**src/rtl/mcs51_xdata_arb.sv**
```systemverilog
// XDATA RAM arbiter, CPU (m0) vs DMA (m1): combinational grant, 1-cycle read return, losers wait holding req.
// CPU priority with DMA starvation guard and bounded DMA lock; define MCS51_XARB_STATS_EN for grant/conflict counters.
module mcs51_xdata_arb #(
    parameter int ADDR_W       = 16,
    parameter int DATA_W       = 8,
    parameter int STARVE_LIMIT = 8,
    parameter int LOCK_MAX     = 16
) (
    input  logic              clk,
    input  logic              reset,

    input  logic              m0_req,
    input  logic              m0_we,
    input  logic [ADDR_W-1:0] m0_addr,
    input  logic [DATA_W-1:0] m0_wdata,
    output logic              m0_gnt,
    output logic              m0_rvalid,
    output logic [DATA_W-1:0] m0_rdata,

    input  logic              m1_req,
    input  logic              m1_we,
    input  logic [ADDR_W-1:0] m1_addr,
    input  logic [DATA_W-1:0] m1_wdata,
    input  logic              m1_lock,
    output logic              m1_gnt,
    output logic              m1_rvalid,
    output logic [DATA_W-1:0] m1_rdata,

    output logic              mem_en,
    output logic              mem_we,
    output logic [ADDR_W-1:0] mem_addr,
    output logic [DATA_W-1:0] mem_wdata,
    input  logic [DATA_W-1:0] mem_rdata,

    output logic [15:0]       stat_m0_grants,
    output logic [15:0]       stat_m1_grants,
    output logic [15:0]       stat_conflicts
);

    typedef enum logic {
        ST_ARB  = 1'b0,
        ST_LOCK = 1'b1
    } state_t;

    localparam logic [7:0] STARVE_LIM8 = 8'(STARVE_LIMIT);
    localparam logic [7:0] LOCK_MAX8   = 8'(LOCK_MAX);

    state_t     state;
    logic [7:0] starve_cnt;
    logic [7:0] lock_cnt;
    logic       force_m0;
    logic       rvalid0_q;
    logic       rvalid1_q;

    // Grant decision; nothing is granted while reset is held.
    always_comb begin
        m0_gnt = 1'b0;
        m1_gnt = 1'b0;
        if (!reset) begin
            if (state == ST_LOCK) begin
                m1_gnt = m1_req;
            end else if (force_m0 && m0_req) begin
                m0_gnt = 1'b1;
            end else if (m1_req && (starve_cnt == STARVE_LIM8)) begin
                m1_gnt = 1'b1;
            end else if (m0_req) begin
                m0_gnt = 1'b1;
            end else if (m1_req) begin
                m1_gnt = 1'b1;
            end
        end
    end

    always_comb begin
        mem_en    = m0_gnt | m1_gnt;
        mem_we    = 1'b0;
        mem_addr  = '0;
        mem_wdata = '0;
        if (m0_gnt) begin
            mem_we    = m0_we;
            mem_addr  = m0_addr;
            mem_wdata = m0_wdata;
        end else if (m1_gnt) begin
            mem_we    = m1_we;
            mem_addr  = m1_addr;
            mem_wdata = m1_wdata;
        end
    end

    always_ff @(posedge clk) begin
        if (reset) begin
            state      <= ST_ARB;
            starve_cnt <= 8'd0;
            lock_cnt   <= 8'd0;
            force_m0   <= 1'b0;
            rvalid0_q  <= 1'b0;
            rvalid1_q  <= 1'b0;
        end else begin
            rvalid0_q <= m0_gnt && !m0_we;
            rvalid1_q <= m1_gnt && !m1_we;
            case (state)
                ST_ARB: begin
                    force_m0 <= 1'b0;
                    if (m1_gnt || !m1_req) begin
                        starve_cnt <= 8'd0;
                    end else if (starve_cnt < STARVE_LIM8) begin
                        starve_cnt <= starve_cnt + 8'd1;
                    end
                    // The decision right after a forced exit never re-enters the lock.
                    if (m1_gnt && m1_lock && !force_m0) begin
                        state    <= ST_LOCK;
                        lock_cnt <= 8'd1;
                    end
                end
                ST_LOCK: begin
                    if (!m1_lock || (lock_cnt >= LOCK_MAX8)) begin
                        state    <= ST_ARB;
                        lock_cnt <= 8'd0;
                        force_m0 <= m1_lock;
                    end else begin
                        lock_cnt <= lock_cnt + 8'd1;
                    end
                end
                default: begin
                    state <= ST_ARB;
                end
            endcase
        end
    end

    // Read return is also gated by reset so a pending read never escapes.
    assign m0_rvalid = rvalid0_q && !reset;
    assign m1_rvalid = rvalid1_q && !reset;
    assign m0_rdata  = m0_rvalid ? mem_rdata : '0;
    assign m1_rdata  = m1_rvalid ? mem_rdata : '0;

`ifdef MCS51_XARB_STATS_EN
    logic [15:0] cnt_m0;
    logic [15:0] cnt_m1;
    logic [15:0] cnt_cf;

    always_ff @(posedge clk) begin
        if (reset) begin
            cnt_m0 <= 16'd0;
            cnt_m1 <= 16'd0;
            cnt_cf <= 16'd0;
        end else begin
            if (m0_gnt && (cnt_m0 != 16'hFFFF)) begin
                cnt_m0 <= cnt_m0 + 16'd1;
            end
            if (m1_gnt && (cnt_m1 != 16'hFFFF)) begin
                cnt_m1 <= cnt_m1 + 16'd1;
            end
            if (m0_req && m1_req && (cnt_cf != 16'hFFFF)) begin
                cnt_cf <= cnt_cf + 16'd1;
            end
        end
    end

    assign stat_m0_grants = reset ? 16'd0 : cnt_m0;
    assign stat_m1_grants = reset ? 16'd0 : cnt_m1;
    assign stat_conflicts = reset ? 16'd0 : cnt_cf;
`else
    assign stat_m0_grants = 16'd0;
    assign stat_m1_grants = 16'd0;
    assign stat_conflicts = 16'd0;
`endif

endmodule

```
**config.mk**
```make
export PLATFORM = sky130hd
export DESIGN_NAME = mcs51_xdata_arb
export DESIGN_NICKNAME = d
export VERILOG_FILES = /design/src/rtl/mcs51_xdata_arb.sv
export SDC_FILE = /design/constraint.sdc
export NUM_CORES = 1
export LEC_CHECK = 0
export ABC_AREA = 1
export BUFFER_PORTS_ARGS = -buffer_cell sky130_fd_sc_hd__buf_2
export CORE_MARGIN = 10
export CORE_UTILIZATION = 41
export CTS_CLUSTER_SIZE = 14
export DETAILED_ROUTE_END_ITERATION = 10
export PLACE_DENSITY_LB_ADDON = 0.1
export SYNTH_ARGS = -nofsm -noshare
export SYNTH_HDL_FRONTEND = slang
export SYNTH_SLANG_ARGS = --single-unit
```
**constraint.sdc**
```tcl
create_clock -name clk -period 4.5 [get_ports clk]
set_clock_uncertainty 0.1 [all_clocks]
set_input_delay 1.125 -clock clk [delete_from_list [all_inputs] [get_ports clk]]
set_output_delay 1.125 -clock clk [all_outputs]
set_load 0.03 [all_outputs]
```
[Word level (Yosys, flattened, before mapping)]
Index checks and enable logic that the tools add are counted.
Word-level totals
  bits in read-only memories: 0
  output and inout bits: 94
  memory bits (writable): 0
  logic and storage cells: 62
  bits in latches: 0
  memories: 0
  bits of input ports: 63
  flip-flop bits (word level): 20
Cells by class
  order comparisons: 2
  $mul: 0
  shift operators: 0
  bitwise operators: 2
  reductions and logical operators: 18
  equality and inequality tests: 3
  div/mod/pow operators: 0
  add/subtract/negate cells: 2
  muxes and demuxes: 29
Operator list (count)
  $mux W8: 8
  $mux W16: 2
  $add A8 B1 Y8 const B: 2
  $mux W1: 16
  $pmux W8 S2: 1
  $eq A8 B4 Y1 const B: 1
  $ge A8 B5 Y1 const B: 1
  $logic_and A1 B1 Y1: 8
  $lt A8 B4 Y1 const B: 1
  $logic_not A1 Y1: 6
  $pmux W1 S2: 2
  $logic_or A1 B1 Y1: 2
  $ne A2 B1 Y1 const B: 1
  $ne A2 B2 Y1 const B: 1
  $reduce_and A2 Y1: 1
  $reduce_bool A2 Y1: 1
  $not A1 Y1: 1
  $or A1 B1 Y1: 1

[Logic depth before layout (Yosys ltp)]
Gate-level depths: netlist of the first run.
  depth after elaboration: 10
  gate-level depth with buffers: 12

[Least setup slack after synthesis of the first run]
No wires, ideal clock.
  path type: input -> output
  start point: in m1_req
  end point: out mem_addr[10]
  arrival time: 2.242 ns
  cell stages on the path: 9
  path buffers: 2
  slack: 1.033 ns
  cell sequence: buf_6 -> nand2_2 -> nor2_2 -> nand3_2 -> nand2_4 -> nand3_4 -> clkinv_4 -> buf_12 -> a22o_1
On the way
  word-level cells in the longest chain between the ends: 8
  elaborated cells between the ends (all ways): 13
  those cells by class: mux: 12; reduce/logical: 1
Ends and longest elaborated chain
  start, declared: RTL line 20  | input logic m1_req,
  $mux W1: RTL line 68  | end else if (m1_req) begin
  $mux W1: RTL line 66  | end else if (m0_req) begin
  $mux W1: RTL line 64  | end else if (m1_req && (starve_cnt == STARVE_LIM8)) begin
  $mux W1: RTL line 62  | end else if (force_m0 && m0_req) begin
  $mux W1 *: RTL line 60  | if (state == ST_LOCK) begin
  $mux W1 *: RTL line 59  | if (!reset) begin
  net m1_gnt: RTL line 25  | output logic m1_gnt,
  $mux W16 *: RTL line 83  | end else if (m1_gnt) begin
  $mux W16 *: RTL line 79  | if (m0_gnt) begin
  end, declared: RTL line 31  | output logic [ADDR_W-1:0] mem_addr,
The timed path passes the listed nets; every way through them passes the cells marked *.

[Final worst setup path of the first run]
  start point: in reset
  end point: out mem_addr[14]
On the way
  word-level cells in the longest chain between the ends: 3
  elaborated cells between the ends (all ways): 4
  those cells by class: mux: 4
Ends and longest elaborated chain
  start, declared: RTL line 10  | input logic reset,
  $mux W1: RTL line 59
  $mux W16: RTL line 83
  $mux W16 *: RTL line 79
Mark *: on every way between the ends. The rest lies on a longest branch, timed or not.

==> results.ini, run 1 <==
[placed_design]
hpwl_um = 4911
portBuffers = 108
place_ws_ns = 0.6943
place_congestion = 0.7591

[sta]
slew_violations = 0
setup_ws_ns = 0.6968
fin_setup_tns_ns = 0
fin_crit_ns = 3.803
clock.fmax_mhz = 262.9
setup_viol = 0
relSlewSlack_pct = 66.58
worst_pin_slew_ns = 0.5008
finalCritPeriodShare_pct = 84.51
hold_viol = 0
hold_slack_ns = 0.3426
rsz0062_at_grt = no

[setup_path]
reg2regPathDepth = 12
start_kind = primary input
path_max_fanout = 26
endpoint_kind = output pin
regToRegSetupSlack_ns = 2.85
crit_arrival_ns = 2.58
timing.rr.end = starve_cnt[1]
worstPathRequired_ns = 3.27
crit_type = primary input to output pin
reg2reg_from = starve_cnt[0]

[min_path]
min_path_type = flop to flop
hold_end = starve_cnt[7]
hp-start = starve_cnt[7]
hold_depth = 2

[clock_network]
cts_setup_buffers = 0
cts-htree-levels = 1
cts_root_buffer = clkbuf_8
hold_buffers = 0
numCtsBuffers = 3
cts_tree = built
clkTransAtPathRegs_ns = 0.07
clockBufferDepth = 2
insertion_delay_ns = 0.26
cts_sinks = 20
cts-resized-gates = 0

[synth]
netlist.area_leader.share_pct = 22.35
synth_commonest_cells = buf_4, inv_1, nor2_1
syn_inst = 242
yosysWarnings = 0
yosysTopAreaCell = dfxtp_1
ys_ff_latch = 20
synthTopCellsByArea = dfxtp_1, buf_4, a22o_1
synth_edf_count = 0
synth_most_common_cell = buf_4
ys.flop_type = dfxtp_1
synth.avg_cell_area_um2 = 7.404
async_reset_ff_share_pct = 0
synth_area_um2 = 1792
synth.distinct_cells = 29
yosysSeqAreaShare_pct = 22.35

[pwr]
powerDensity_nw_per_um2 = 236.9
leakagePower_nw = 1.326
vdd_drop_max_mv = 0.1493

[final_layout]
final_nets = 413
insertedDiodeCount = 0
drive_gt1_share_pct = 36.81
syn_to_final_growth_pct = 21.30

[grt]
grt_pass1_vias = 1723
grt_max_degree = 27
grt.total_usage_pct = 14.16
grt_pass1_wl_um = 8832
grt_overflow = 0
antenna_found_initial = 0

[detailed_routing]
drt-pass1-iter-count = 4
wl_per_cell_um = 14.48
num_vias = 1712
wl_um = 5718
drc = 0
antenna_left = 0
drt_iter0_drc = 67
vias_per_cell = 4.334

[floorplan]
io_pins = 157
initial_core_util_pct = 43.54
die_area_um2 = 7414
die_width_um = 86.11
coreArea_um2 = 4115
die_h_um = 86.11
rows = 23

[run_status]
status = finished clean

[job]
drv_cap = 0

[state kept, by name (all words and copies together) (netlist names)]
name / flops
rvalid1_q: 1
starve_cnt: 8
state: 1
lock_cnt: 8
force_m0: 1
rvalid0_q: 1
[cell usage in the layout, fill, tap and decap left out, types with 3 or more instances in the layout]
| master | count |
|---|---|
| nor2_1 | 31 |
| conb_1 | 48 |
| buf_2 | 108 |
| nor3_1 | 7 |
| nand2_4 | 3 |
| clkbuf_8 | 4 |
| a21oi_1 | 7 |
| xor2_1 | 3 |
| dfxtp_1 | 20 |
| inv_1 | 32 |
| nand2_1 | 24 |
| nand3_1 | 13 |
| a22o_1 | 24 |
| ha_1 | 4 |
| o21ai_0 | 3 |
[metrics by stage]
stage               std cells  power [mW]  util [%]  cell area, um^2
floorplan                 289      0.3654         -             1968
global placement          391      0.3788     51.47             2118
detailed placement        391      0.3795     51.47             2118
CTS                       395      0.5181     52.81             2173
global route              395      0.5465     52.81             2173
finish                    395      0.5148     52.81             2173
[where the power goes]
group / switching, mW / internal, mW / total (mW)
clock: 0.0597 / 0.0779 / 0.138
sequential: 0.00271 / 0.180 / 0.183
combinational: 0.143 / 0.0517 / 0.194
[layout make-up]
| class | count | area, um^2 |
|---|---|---|
| multi-input cells | 178 | 975.9 |
| flip-flops and latches | 20 | 400.4 |
| fillers | 430 | 1942 |
| clock buffers | 4 | 55.05 |
| well taps | 50 | 62.56 |
| inverters | 35 | 138.9 |
| repair buffers | 108 | 540.5 |
[cells by family (layout without fill, tap and decap cells)]
family          count (synthesis)  in the layout  synth area share, %
compound gates                 34             34                14.52
xor+xnor                        3              3                1.467
buf+inv                        91            147                33.03
other cells                     1             48               0.2093
simple gates                   89             89                25.63
fa+ha+maj                       4              4                2.793
flops                          20             20                22.35
[critical path: stages]
cell	delay, ns
buf_2	0.18
inv_1	0.41
nand3_2	0.21
inv_4	0.25
a22o_1	0.19
buf_2	0.20
[routing by layer]
layer | vias up | share of wire [%] | track usage, %
met5 | - | 0 | 0
met4 | 0 | 1.0 | 2.695
li1 | 886 | - | -
met3 | 6 | 14 | 8.231
met1 | 733 | 35 | 14.39
met2 | 87 | 50 | 24.68
[worst max-delay path by stage]
stage | start | endpoint | cells after the start | slack, ns
floorplan | m1_req | mem_addr[10] | 9 | 1.03
global placement | reset | mem_wdata[1] | 6 | 0.73
detailed placement | reset | mem_addr[14] | 6 | 0.69
CTS | reset | mem_addr[14] | 6 | 0.69
global route | reset | mem_addr[13] | 6 | 0.56
finish | reset | mem_addr[14] | 6 | 0.70
Power figures use the tool's default switching activity.
==> run 2, diff against run 1 <==
--- a/config.mk
+++ b/config.mk
@@ -5,10 +5,10 @@
 export SDC_FILE = /design/constraint.sdc
 export NUM_CORES = 1
 export LEC_CHECK = 0
-export ABC_AREA = 1
+export ABC_AREA = 0
 export BUFFER_PORTS_ARGS = -buffer_cell sky130_fd_sc_hd__buf_2
 export CORE_MARGIN = 10
-export CORE_UTILIZATION = 41
+export CORE_UTILIZATION = 36
 export CTS_CLUSTER_SIZE = 14
 export DETAILED_ROUTE_END_ITERATION = 10
 export PLACE_DENSITY_LB_ADDON = 0.1
==> constraint.sdc (replaced) <==
create_clock -name clk -period 3.04 [get_ports clk]
set_clock_uncertainty 0.1 [all_clocks]
set_input_delay 0.76 -clock clk [delete_from_list [all_inputs] [get_ports clk]]
set_output_delay 0.76 -clock clk [all_outputs]
set_load 0.03 [all_outputs]
==> run 2 against run 1 <==
Effect of this change:
- hold slack better by 0.016 ns
- worst setup slack got worse by 0.67 ns
- highest routed layer unchanged
- critical path type is now flop to output pin
- die area rose by 16%
- via count grew 13%
- largest cell class unchanged
- count of clock-buffer cells in the layout down 1
- synthesized area up 6.4%
==> results.ini, run 2 <==
[run_status]
status = finished clean

[synth]
synthMuxAreaShare_pct = 0
synth-xor-area-share_pct = 0
yosysTopAreaCell = dfxtp_1
synth.avg_cell_area_um2 = 7.391
netlist.area_leader.share_pct = 21.00
yosysSeqAreaShare_pct = 21.00
synth_area_um2 = 1907
yosysWarnings = 0
synth_commonest_cells = buf_4, nand2_1, nand3_1
ys_ff_latch = 20
synth_simple_gate_area_share_pct = 31.50
synth_edf_count = 0
synth-compound-area-share_pct = 15.68
ys.flop_type = dfxtp_1
syn_inst = 258
synth_adder_area_share_pct = 2.625
synth.distinct_cells = 40
synth_most_common_cell = buf_4
synth_top_family_by_area = simple AND/OR/NAND/NOR gates
synthTopCellsByArea = dfxtp_1, buf_4, nand3_1
async_reset_ff_share_pct = 0

[final_layout]
drive_gt1_share_pct = 36.84
multi_input_area_um2 = 1151
layout_commonest_cell = buf_2
syn_to_final_growth_pct = 27.30
fill_cells = 540
seqCellArea_um2 = 401.6
final_nets = 430
insertedDiodeCount = 0
top_regs = lock_cnt (8), starve_cnt (8)
final_cell_mix = buf_2, conb_1, nand2_1

[setup_path]
crit_arrival_ns = 2.15
cp_slowest_stage_delay_ns = 0.57
path_cells = or4_4 > o311ai_4 > buf_6 > buf_16 > nand3_1 > a21oi_1 > buf_2
start_kind = flop
endpoint_kind = output pin
worstPathRequired_ns = 2.18
path_max_fanout = 13
cp_slowest_cell = or4_4
crit_type = flop to output pin

[detailed_routing]
wl_per_cell_um = 15.26
drt_iter0_drc = 117
antenna_left = 0
drt-pass1-iter-count = 4
vias_per_cell = 4.494
drc = 0
num_vias = 1937
wl_um = 6577

[clock_network]
clkTransAtPathRegs_ns = 0.06
numCtsBuffers = 3
clockBufferDepth = 2
cts_root_buffer = clkbuf_8
hold_buffers = 0
cts-htree-levels = 1
insertion_delay_ns = 0.25
cts_sinks = 20
cts_tree = built

[floorplan]
coreArea_um2 = 5107
die_width_um = 92.78
die_h_um = 92.78
initial_core_util_pct = 37.33
die_area_um2 = 8608
rows = 26
io_pins = 157

[sta]
fin_crit_ns = 3.012
clock.fmax_mhz = 332.1
slew_violations = 0
setup_viol = 0
rsz0062_at_grt = yes
setup_ws_ns = 0.02849
fin_setup_tns_ns = 0
finalCritPeriodShare_pct = 99.06
hold_viol = 0

[placed_design]
portBuffers = 108
hpwl_um = 5324
place_congestion = 0.7817
place_ws_ns = 0.06265

[job]
drv_cap = 0

[grt]
antenna_found_initial = 0
grt_max_degree = 30
grt_pass1_wl_um = 9749
grt.total_usage_pct = 13.43
grt_overflow = 0
grt_pass1_vias = 1850

[pwr]
vdd_drop_max_mv = 0.3417
leakagePower_nw = 1.251
powerDensity_nw_per_um2 = 321.3

[min_path]
min_path_type = flop to flop

[run 2: critical path: cells and delay by family, from the launching register on]
kind	cells	cell delay, ns
AND/OR/NAND/NOR	2	0.66
buffers and inverters	3	0.51
AO/OA/AOI/OAI	2	0.42
flip-flops	1	0.31
[run 2: per-stage QoR]
| step | cell area [um^2] | power, mW | hold WS (ns) | std cells | utilization [%] |
|---|---|---|---|---|---|
| after floorplan | 2083 | 0.5598 | 0.3309 | 305 | - |
| after global placement | 2235 | 0.5908 | 0.3504 | 423 | 43.75 |
| after detailed placement | 2235 | 0.5904 | 0.3487 | 423 | 43.75 |
| after CTS | 2354 | 0.7737 | 0.3665 | 429 | 46.08 |
| after global routing | 2427 | 0.8259 | 0.3877 | 431 | 47.53 |
| final | 2427 | 0.7799 | 0.3587 | 431 | 47.53 |
[run 2: final cells by class]
class                      instances  share of cell area, %
sequential                        20                  16.55
clock buffer                       3                  1.701
multi-input combinational        214                  47.42
inverter                           5                 0.7732
tap                               70                  3.608
timing repair buffer             119                  29.95
[run 2: kinds of logic after synthesis]
| kind of cell | count (synthesis) |
|---|---|
| AOI/OAI and AO/OA | 46 |
| adders and majority gates | 4 |
| buffers and inverters | 71 |
| DFF | 20 |
| other | 1 |
| and+or+nand+nor | 116 |
[run 2: worst paths after layout]
check / slack, ns / depth (start not counted) / start / end
hold reg to reg: 0.36 / 1 / starve_cnt[5] / starve_cnt[5]
setup reg to reg: 0.94 / 5 / starve_cnt[6] / lock_cnt[2]
hold / removal: 0.36 / 1 / starve_cnt[5] / starve_cnt[5]
setup / recovery: 0.03 / 7 / starve_cnt[6] / mem_wdata[0]
[run 2: report_power, final]
part	internal, mW	switching, mW	leakage (nW)
Clock	0.0880	0.0799	0.0216
Combinational	0.104	0.224	1.07
Sequential	0.273	0.0111	0.162
Total	0.465	0.315	1.25
[run 2: repair_timing]
item | in CTS | in global routing
setup buffers | 2 | 2
gates resized for setup | 12 | 34
cloned | 1 | 0
setup endpoints to repair | 27 | 25
pin swaps | 2 | 5
[run 2: metal layers]
layer  vias up  routed length, um  GRT usage (%)
met5         -                  0              0
met4         0                 54          2.185
met3         6                526          4.762
met2        86               3402          24.65
met1       860               2593          14.60
li1        985                  -              -
==> run 3, diff against run 2 <==
--- a/config.mk
+++ b/config.mk
@@ -12,6 +12,7 @@
 export CTS_CLUSTER_SIZE = 14
 export DETAILED_ROUTE_END_ITERATION = 10
 export PLACE_DENSITY_LB_ADDON = 0.1
+export RECOVER_POWER = 50
 export SYNTH_ARGS = -nofsm -noshare
 export SYNTH_HDL_FRONTEND = slang
 export SYNTH_SLANG_ARGS = --single-unit
==> run 3 against run 2 <==
Effect of this change:
- power about the same
- core utilization is 0.073 points lower
- cell count did not move
- count of clock-buffer cells in the layout unchanged
- register-to-register slack about the same
- clock power about the same
- critical path depth unchanged
- critical path type unchanged
- largest cell class unchanged
- largest power group unchanged
==> results.ini, run 3 (synthesized netlist as in run 2, its figures left out) <==
[sta]
setup_viol = 0
hold_viol = 0
slew_violations = 0
rsz0062_at_grt = yes
clock.fmax_mhz = 332.1
finalCritPeriodShare_pct = 99.06
fin_crit_ns = 3.012

[pwr]
powerDensity_nw_per_um2 = 321.6
vdd_drop_max_mv = 0.3417
p_sw_share_pct = 40.42
leakagePower_nw = 1.247
p_int_uw = 464.3
switchingPower_uw = 315.0
clkPwrFrac_pct = 21.5
finalPower_uw = 779.3
pwr-share-seq_pct = 36.5
comb_power_share_pct = 42.0

[setup_path]
path_max_fanout = 13
cp_slowest_cell = or4_4
worstPathRequired_ns = 2.18
start_kind = flop
reg2reg_from = starve_cnt[6]
crit_arrival_ns = 2.15
crit_start = starve_cnt[6]
cp_slowest_stage_delay_ns = 0.57
path_buf_inv = 3
crit_type = flop to output pin
path_cells = or4_4 > o311ai_4 > buf_6 > buf_16 > nand3_1 > a21oi_1 > buf_2
endpoint_kind = output pin
cp_top_family = simple AND/OR/NAND/NOR gates

[floorplan]
die_area_um2 = 8608
coreArea_um2 = 5107
io_pins = 157
initial_core_util_pct = 37.33
die_h_um = 92.78
die_width_um = 92.78
rows = 26

[detailed_routing]
drt_iter0_drc = 117
num_vias = 1936
wl_per_cell_um = 15.26
antenna_left = 0
drt-pass1-iter-count = 4
vias_per_cell = 4.492
wl_um = 6576
drc = 0

[final_layout]
syn_to_final_growth_pct = 27.10
final_nets = 430
insertedDiodeCount = 0
drive_gt1_share_pct = 36.57
layout_commonest_cell = buf_2
instances_no_fill = 431
fill_cells = 540
final_cell_mix = buf_2, conb_1, nand2_1
top_regs = lock_cnt (8), starve_cnt (8)

[placed_design]
hpwl_um = 5324
place_congestion = 0.7817
portBuffers = 108
dp_cells = 423

[clock_network]
cts_tree = built
cts_root_buffer = clkbuf_8
cts-htree-levels = 1
insertion_delay_ns = 0.25
clockBufferDepth = 2
numCtsBuffers = 3
clkTransAtPathRegs_ns = 0.06
cts_sinks = 20

[job]
drv_cap = 0

[grt]
antenna_found_initial = 0
grt_overflow = 0
grt_max_degree = 30
grt.total_usage_pct = 13.43
grt_pass1_vias = 1850
grt_pass1_wl_um = 9749

[min_path]
min_path_type = flop to flop
hp-start = starve_cnt[5]

[run_status]
status = finished clean

-- run 3: cell count changes in the layout (fill, tap and decap cells not counted) --
| cell | before | now |
|---|---|---|
| clkbuf_1 | 0 | 1 |
| buf_4 | 28 | 27 |
-- run 3: final cells by class --
cell class	count	area [um^2]	area share (%)
clock buffer	3	41.29	1.704
multi-input combinational	214	1151	47.50
tap	70	87.58	3.614
inverter	5	18.77	0.7744
timing repair buffer	119	723.2	29.84
sequential	20	401.6	16.57
-- run 3: final timing paths --
kind / to / slack [ns] / depth (start not counted)
worst max-delay path: mem_wdata[0] / 0.03 / 7
worst min-delay path: starve_cnt[5] / 0.36 / 1
worst max register to register: lock_cnt[2] / 0.94 / 5
worst min register to register: starve_cnt[5] / 0.36 / 1
-- run 3: layer usage --
metal	routed length, um	global-route usage (%)
met3	526	4.762
met2	3402	24.65
met4	54	2.185
met1	2592	14.60
met5	0	0
-- run 3: power groups by stage --
stage	sequential [mW]	clock [mW]	combinational [mW]
floorplan	0.286	0	0.274
global placement	0.289	0	0.302
detailed placement	0.289	0	0.302
CTS	0.283	0.176	0.315
global route	0.287	0.186	0.353
finish	0.284	0.168	0.327
-- run 3: metrics by stage --
step	instance area [um^2]	util [%]	setup TNS [ns]	setup WS, ns	hold WS (ns)
global route	2424	47.45	-0.1698	-0.08832	0.3877
CTS	2354	46.08	0	0.01748	0.3665
finish	2424	47.45	0	0.02850	0.3587
detailed placement	2235	43.75	0	0.06265	0.3487
floorplan	2083	-	0	0.02532	0.3309
global placement	2235	43.75	0	0.08565	0.3504
-- run 3: worst reg2reg max path: stages, from the launching register on --
cell	delay, ns
dfxtp_1	0.31
or4_4	0.57
buf_4	0.19
o31ai_1	0.38
a21o_1	0.30
a311oi_1	0.13
-- run 3: what timing repair did --
item / 4_1_cts / 5_1_grt
buffers inserted: 2 / 2
hold buffers: 0 / 0
endpoints found under the setup margin: 27 / 25
pin swaps: 2 / 5
cloned: 1 / 0
gates resized for setup: 12 / 34
